<file path="src/rtl/pi_controller_sat.sv">
`default_nettype none
// ============================================================================
//  Module   : pi_controller_sat
//  Purpose  : Three-stage pipelined PI controller with a saturating integrator
//             and a clamped output with saturation flags. It sits between the
//             error subtractor and the actuator stage.
//  Option   : define PI_ANTIWINDUP_EN to enable conditional-integration
//             anti-windup. The integrator holds while the output is pinned
//             and the new increment pushes further into the clamp.
//  Revision : 1.0 - initial release
// ============================================================================
module pi_controller_sat #(
  parameter int DATA_W = 32,
  parameter int COEF_W = 16,
  parameter int FRAC_W = 8,
  parameter int ACC_W  = 48,
  parameter logic signed [DATA_W-1:0] OUT_MAX = {1'b0, {(DATA_W-1){1'b1}}},
  parameter logic signed [DATA_W-1:0] OUT_MIN = {1'b1, {(DATA_W-1){1'b0}}}
) (
  input  logic                     clk,
  input  logic                     rst,
  input  logic                     in_valid,
  input  logic signed [DATA_W-1:0] error,
  input  logic signed [COEF_W-1:0] kp,
  input  logic signed [COEF_W-1:0] ki,
  input  logic                     clear_int,
  output logic                     out_valid,
  output logic signed [DATA_W-1:0] out,
  output logic                     sat_hi,
  output logic                     sat_lo
);

  localparam int PROD_W = DATA_W + COEF_W;
  localparam int SUM_W  = ACC_W + 1;

  localparam logic signed [ACC_W-1:0] C_ACC_MAX = {1'b0, {(ACC_W-1){1'b1}}};
  localparam logic signed [ACC_W-1:0] C_ACC_MIN = {1'b1, {(ACC_W-1){1'b0}}};
  localparam logic signed [SUM_W-1:0] C_OUT_MAX_X = SUM_W'(OUT_MAX);
  localparam logic signed [SUM_W-1:0] C_OUT_MIN_X = SUM_W'(OUT_MIN);

  // ---------------------------------------------------------------- stage 1
  logic signed [PROD_W-1:0] w_err_x;
  logic signed [PROD_W-1:0] w_kp_x;
  logic signed [PROD_W-1:0] w_ki_x;
  logic signed [PROD_W-1:0] p_prod_d, i_prod_d;
  logic signed [PROD_W-1:0] p_prod_q, i_prod_q;
  logic                     v1_q;

  assign w_err_x  = PROD_W'(error);
  assign w_kp_x   = PROD_W'(kp);
  assign w_ki_x   = PROD_W'(ki);
  assign p_prod_d = w_err_x * w_kp_x;
  assign i_prod_d = w_err_x * w_ki_x;

  // Capture full-precision products; gains only matter on a valid sample.
  always_ff @(posedge clk or posedge rst) begin
    if (rst) begin
      v1_q     <= 1'b0;
      p_prod_q <= '0;
      i_prod_q <= '0;
    end else begin
      v1_q <= in_valid;
      if (in_valid) begin
        p_prod_q <= p_prod_d;
        i_prod_q <= i_prod_d;
      end
    end
  end

  // ---------------------------------------------------------------- stage 2
  logic signed [ACC_W-1:0] integ_q, integ_d;
  logic signed [ACC_W-1:0] w_integ_base;
  logic signed [SUM_W-1:0] w_acc_sum;
  logic signed [ACC_W-1:0] w_acc_sat;
  logic signed [SUM_W-1:0] sum_d, sum_q;
  logic                    v2_q;
  logic                    w_hold;
  logic                    sat_hi_q, sat_lo_q;

`ifdef PI_ANTIWINDUP_EN
  logic w_i_pos;
  logic w_i_neg;
  assign w_i_neg = i_prod_q[PROD_W-1];
  assign w_i_pos = ~i_prod_q[PROD_W-1] & (|i_prod_q);
  // Flags are the registered ones, so they lag the newest output by design.
  assign w_hold  = (sat_hi_q & w_i_pos) | (sat_lo_q & w_i_neg);
`else
  assign w_hold  = 1'b0;
`endif

  // Integrator update: a clear zeroes the old value first, then a sample in
  // this stage accumulates on top of zero. The add saturates instead of wrapping.
  always_comb begin
    w_integ_base = clear_int ? '0 : integ_q;
    w_acc_sum    = SUM_W'(w_integ_base) + SUM_W'(i_prod_q);
    if (w_acc_sum[SUM_W-1] != w_acc_sum[SUM_W-2]) begin
      w_acc_sat = w_acc_sum[SUM_W-1] ? C_ACC_MIN : C_ACC_MAX;
    end else begin
      w_acc_sat = w_acc_sum[ACC_W-1:0];
    end
    if (v1_q && !w_hold) begin
      integ_d = w_acc_sat;
    end else begin
      integ_d = w_integ_base;
    end
    sum_d = SUM_W'(p_prod_q) + SUM_W'(integ_d);
  end

  // Integrator and the P+I sum advance together with the stage-1 valid bit.
  always_ff @(posedge clk or posedge rst) begin
    if (rst) begin
      integ_q <= '0;
      sum_q   <= '0;
      v2_q    <= 1'b0;
    end else begin
      integ_q <= integ_d;
      v2_q    <= v1_q;
      if (v1_q) begin
        sum_q <= sum_d;
      end
    end
  end

  // ---------------------------------------------------------------- stage 3
  logic signed [SUM_W-1:0]  w_shifted;
  logic signed [DATA_W-1:0] out_d;
  logic                     sat_hi_d, sat_lo_d;
  logic signed [DATA_W-1:0] out_q;
  logic                     out_valid_q;

  // Floor-rescale the sum and clamp it to the output range.
  always_comb begin
    w_shifted = sum_q >>> FRAC_W;
    sat_hi_d  = 1'b0;
    sat_lo_d  = 1'b0;
    if (w_shifted > C_OUT_MAX_X) begin
      out_d    = OUT_MAX;
      sat_hi_d = 1'b1;
    end else if (w_shifted < C_OUT_MIN_X) begin
      out_d    = OUT_MIN;
      sat_lo_d = 1'b1;
    end else begin
      out_d = w_shifted[DATA_W-1:0];
    end
  end

  // Output register: value and flags hold between strobes.
  always_ff @(posedge clk or posedge rst) begin
    if (rst) begin
      out_q       <= '0;
      sat_hi_q    <= 1'b0;
      sat_lo_q    <= 1'b0;
      out_valid_q <= 1'b0;
    end else begin
      out_valid_q <= v2_q;
      if (v2_q) begin
        out_q    <= out_d;
        sat_hi_q <= sat_hi_d;
        sat_lo_q <= sat_lo_d;
      end
    end
  end

  assign out       = out_q;
  assign out_valid = out_valid_q;
  assign sat_hi    = sat_hi_q;
  assign sat_lo    = sat_lo_q;

endmodule
`default_nettype wire

</file>
<file path="config.mk">
export PLATFORM = sky130hd
export DESIGN_NAME = pi_controller_sat
export DESIGN_NICKNAME = d
export VERILOG_FILES = /design/src/rtl/pi_controller_sat.sv
export SDC_FILE = /design/constraint.sdc
export NUM_CORES = 2
export LEC_CHECK = 0
export ABC_AREA = 0
export CORE_MARGIN = 4
export CORE_UTILIZATION = 50
export CTS_CLUSTER_DIAMETER = 50
export CTS_CLUSTER_SIZE = 16
export DETAILED_ROUTE_END_ITERATION = 8
export PLACE_DENSITY = 0.74
export SLEW_MARGIN = 20
export SYNTH_ARGS = -nofsm -noshare
export SYNTH_HDL_FRONTEND = slang
export SYNTH_SLANG_ARGS = --single-unit
</file>
<file path="constraint.sdc">
create_clock -name clk -period 18.4 [get_ports clk]
set_input_delay 3.68 -clock clk [delete_from_list [all_inputs] [get_ports clk]]
set_output_delay 3.68 -clock clk [all_outputs]
set_load 0.01 [all_outputs]
</file>
==> impl_summary.md <==
CTS
The post-CTS repair timing setup buffer count is 0. The clock tree from TritonCTS is built. The tree is rooted in a sky130_fd_sc_hd__clkbuf_16. Buffers inserted during clock tree synthesis total 30. The maximum number of buffers from clock root to sink is 3. Clock-pin slew was measured on the worst setup and hold paths at ~60 ps. The number of gates resized after CTS was 0. In this run the number of H-tree levels came out at 1. The number of hold buffers added after cts is 0. The clock latency on the worst-skew pair is ~580 ps. The number of sinks handled by clock tree synthesis is 222.

Layout
The share of layout cells above drive strength 1 is 0.04950. The sequential cell area is 0.005557 mm². The number of diodes added for antenna fixing is 0. In the layout the commonest cells are sky130_fd_sc_hd__inv_1 (1140), sky130_fd_sc_hd__fa_1 (973), sky130_fd_sc_hd__nand2_1 (731). The area growth from synthesis to layout is 6.277%. The library cell used most frequently in the layout, excluding fill and tap cells, is sky130_fd_sc_hd__inv_1. The multi-input combinational cells in the finished layout cover a total of roughly 0.039 mm². The count of non-filler cells in the finished layout is 6822. The layout has 8922 filler cells. The net count of the finished layout is 6875.

Placement
The number of cells after detailed placement is approximately 6800. The number of input and output port buffers inserted is a little over 100. Timing analysis after detailed placement gives a worst setup slack of roughly 7000 ps. The wire-length estimate of the detail-placed layout is 101000 µm.

Routability-driven placement finished with a final weighted congestion of 0.9602.

Logic synthesis
In this run the mean area of a mapped cell was slightly below 9 µm². Of the synthesized area, sequential elements account for 0.1116. The share of synthesized area spent on multiplexers is 0.02019. The async set-or-reset flop fraction in the synthesized netlist is 1.000. The number of library cell types mapped by synthesis is between 100 and 150. The complex-gate fraction of the synthesized area is 0.09944. The total nets after synthesis is approximately 6900.

Of the total synthesized cell area, the portion taken by full adders, half adders and majority gates is 0.4743. The top cell type by total area after synthesis is sky130_fd_sc_hd__fa_1. In this run, synthesis produced a sequential element count of 222.

The XOR/XNOR share of the synthesized area is 0.02270. The post-synthesis instance total is about 5600. The most used flip-flop cell after synthesis is sky130_fd_sc_hd__dfrtp_1. Of the total synthesized cell area, the portion taken by AND, OR, NAND and NOR gates is 0.1645. The area fraction of the dominant cell type after synthesis is 0.3913. The synthesized design contains 0 enable-type register cells.

Ranked by total cell area, the synthesized netlist is headed by sky130_fd_sc_hd__fa_1 (39%), sky130_fd_sc_hd__dfrtp_1 (11%), sky130_fd_sc_hd__inv_1 (8.6%), sky130_fd_sc_hd__ha_1 (8.1%), sky130_fd_sc_hd__nand2_1 (5.5%). The combined area of all synthesized cells is approximately 0.050 mm². The count of synthesis-stage warnings from yosys is 0. The largest family of logic cells by synthesized area is adder cells.

Global route
The first global-routing pass estimated 219000 µm of wire. The number of antenna violations at the first check in global routing is 0. Entering global routing, the biggest net connects 88 pins. The global route total overflow is 0. Across every metal layer, demand over resource in global routing totals 0.2627. The number of global-route vias before repair came to slightly above 40000.

Timing
After layout, the minimum clock period comes to 11040 ps. Between clock sinks in the finished design, the worst skew comes to around 18 ps. The final number of setup-violating endpoints is 0. The fraction of the cycle the final worst path needs is 0.5998. Setup repair after global routing left no endpoint under its margin. The number of slew-limit violations in the final report came to 0.

The number of hold-slack violations in the final timing report is 0. The slew at the pin closest to its max-slew limit is 1058 ps. The highest attainable clock frequency is 90.61 MHz. In this run the tightest slew margin relative to its limit is 0.2858. Adding up every negative setup slack in the final design gives 0 ps. The post-layout worst setup margin is 7364 ps.

Worst setup path
The most used cell along the critical path is sky130_fd_sc_hd__fa_1. The number of gates on the worst path with buffers counted is 24. Along the worst path, the maximum fanout reaches 32. The signal on the critical path passes through clkdlybuf4s50_1, buf_4, nand2b_1, fa_1, fa_1, inv_1, fa_1, fa_1, fa_1, inv_1, fa_1, inv_1, ha_1, a211oi_1, nor2_1, o2111ai_1, a21oi_1, o21bai_1, a211oi_1, o31ai_1, o211ai_1, or3_1, a31oi_1, o21ai_0. The nature of the critical path startpoint is an input pin. The setup path with the least slack is of type in2reg. The largest individual stage delay along the critical path comes from the cell sky130_fd_sc_hd__o31ai_1. The required time of the critical path is 18830 ps. Counting both buffers and inverters, the worst setup path holds a total of 5.

For the worst setup path, the data arrival time is between 10000 and 15000 ps. The worst register-to-register path has a depth of 23. The top cell family by delay on the critical path is adder cells. The worst setup path is captured at a flop. The maximum cell stage delay along the critical path is 600 ps.

Floorplanning
The floorplan step set the die height to roughly 320 µm. The floorplan step defined a core boundary enclosing a little under 0.1 mm². The starting utilization of the core area is 0.5050. In this run the count of I/O pins placed on the die edge is 103. The horizontal die dimension is around 320 µm. The die covers around 0.10 mm². The site row count is 115.

Detailed routing
The detailed router finished its first iteration with between 2000 and 2500 violations. The count of antenna-violating nets left after detailed routing is 0. The highest metal layer used by the detailed router is met4. In the detailed route, the total length drawn on met2 is 63170 µm. The detailed router put a total of 51390 µm of wire on met1. The number of vias per cell after detailed routing is around 5.6. The routed length per placed instance is 19.27 µm. The final layout contains routed wiring with a total length of 131400 µm. The vias after detailed routing is roughly 38000. After detailed routing, the number of remaining DRC violations is 0.

The first detailed-routing pass ran for 6 iterations. The length of routed met3 wiring is about 9400 µm.

Worst hold path
Along the worst hold path, the cell count comes to 2. The tightest min-delay check is of the reg2reg type.

Flow run
The tool flagged a number of max-cap violations equal to 0.

Run status
The run finished with clean final reports.
## sequential cells by signal, indices dropped and copies added, names as in the netlist, 32 cells and up
signal / flops
p_prod_q: 48
integ_q: 48
out: 32
sum_q: 41
i_prod_q: 48
## final cells by class
type | count | share of cell area
Multi-Input combinational cell | 3941 | 0.7356
Sequential cell | 222 | 0.1050
Inverter | 1144 | 0.08134
Tap cell | 1287 | 0.03044
Timing Repair Buffer | 172 | 0.02834
Clock buffer | 31 | 0.01466
Clock inverter | 25 | 0.004565
## cells by family (layout without fill, tap and decap cells)
family	Yosys count	in the layout
compound gates	726	726
mux	90	90
xor+xnor	129	129
buf+inv	1405	1372
fa+ha+maj	1305	1305
flops	222	222
simple gates	1691	1691
## metrics by stage
| stage | hold slack, ps | utilization | instance area [µm²] |
|---|---|---|---|
| after floorplan | 351.9 | - | 49770 |
| after global placement | 472.5 | 0.5263 | 51880 |
| after detailed placement | 473.1 | 0.5264 | 51880 |
| after CTS | 489.2 | 0.5367 | 52900 |
| after global routing | 505.7 | 0.5367 | 52900 |
| final | 485.2 | 0.5367 | 52900 |
## path summary, 6_finish.rpt
kind | start | endpoint | slack (ps)
setup / recovery | error[0] | i_prod_q[47] | 7360
hold / removal | sum_q[10] | sum_q[10] | 490
setup reg to reg | integ_q[20] | sum_q[43] | 11210
hold reg to reg | sum_q[10] | sum_q[10] | 490
max in group asynchronous | rst | v1_q | 13410
min in group asynchronous | rst | integ_q[14] | 3630
## worst register-to-register path: stages, from the launching register on
cell and delay, ps:
sky130_fd_sc_hd__dfrtp_1 370, sky130_fd_sc_hd__nor2b_1 140, sky130_fd_sc_hd__ha_1 420, sky130_fd_sc_hd__nand3_1 160, sky130_fd_sc_hd__nor3_1 410, sky130_fd_sc_hd__and2_2 220, sky130_fd_sc_hd__o2111ai_2 130, sky130_fd_sc_hd__a31o_4 310
sky130_fd_sc_hd__o31a_2 370, sky130_fd_sc_hd__nor2_2 710, sky130_fd_sc_hd__nor2_1 120, sky130_fd_sc_hd__buf_4 240, sky130_fd_sc_hd__nand2_1 200, sky130_fd_sc_hd__o21ai_0 120, sky130_fd_sc_hd__a31oi_1 320, sky130_fd_sc_hd__ha_1 380
sky130_fd_sc_hd__a21oi_1 310, sky130_fd_sc_hd__nor2b_1 90, sky130_fd_sc_hd__o21a_1 190, sky130_fd_sc_hd__a211oi_1 480, sky130_fd_sc_hd__o221ai_1 390, sky130_fd_sc_hd__o21ai_1 520, sky130_fd_sc_hd__nand2_1 170, sky130_fd_sc_hd__o311ai_1 300
## metal layers
metal	vias up	GRT usage
li1	17040	-
met1	19340	0.3328
met2	1456	0.4448
met3	349	0.04205
met4	0	0.1212
met5	-	0
## Yosys cell counts (83+ instances only)
master / count
sky130_fd_sc_hd__nand2_1: 731
sky130_fd_sc_hd__a21o_1: 95
sky130_fd_sc_hd__o21ai_0: 100
sky130_fd_sc_hd__inv_1: 1142
sky130_fd_sc_hd__a21oi_1: 222
sky130_fd_sc_hd__xnor2_1: 98
sky130_fd_sc_hd__fa_1: 973
sky130_fd_sc_hd__and2_1: 431
sky130_fd_sc_hd__dfrtp_1: 222
sky130_fd_sc_hd__mux2_2: 83
sky130_fd_sc_hd__ha_1: 323
sky130_fd_sc_hd__clkbuf_1: 247
sky130_fd_sc_hd__nor2_1: 206
Power is left out: the tool's default activity adds up to more than one toggle a clock period on the data nets, which glitch-free logic cannot reach.
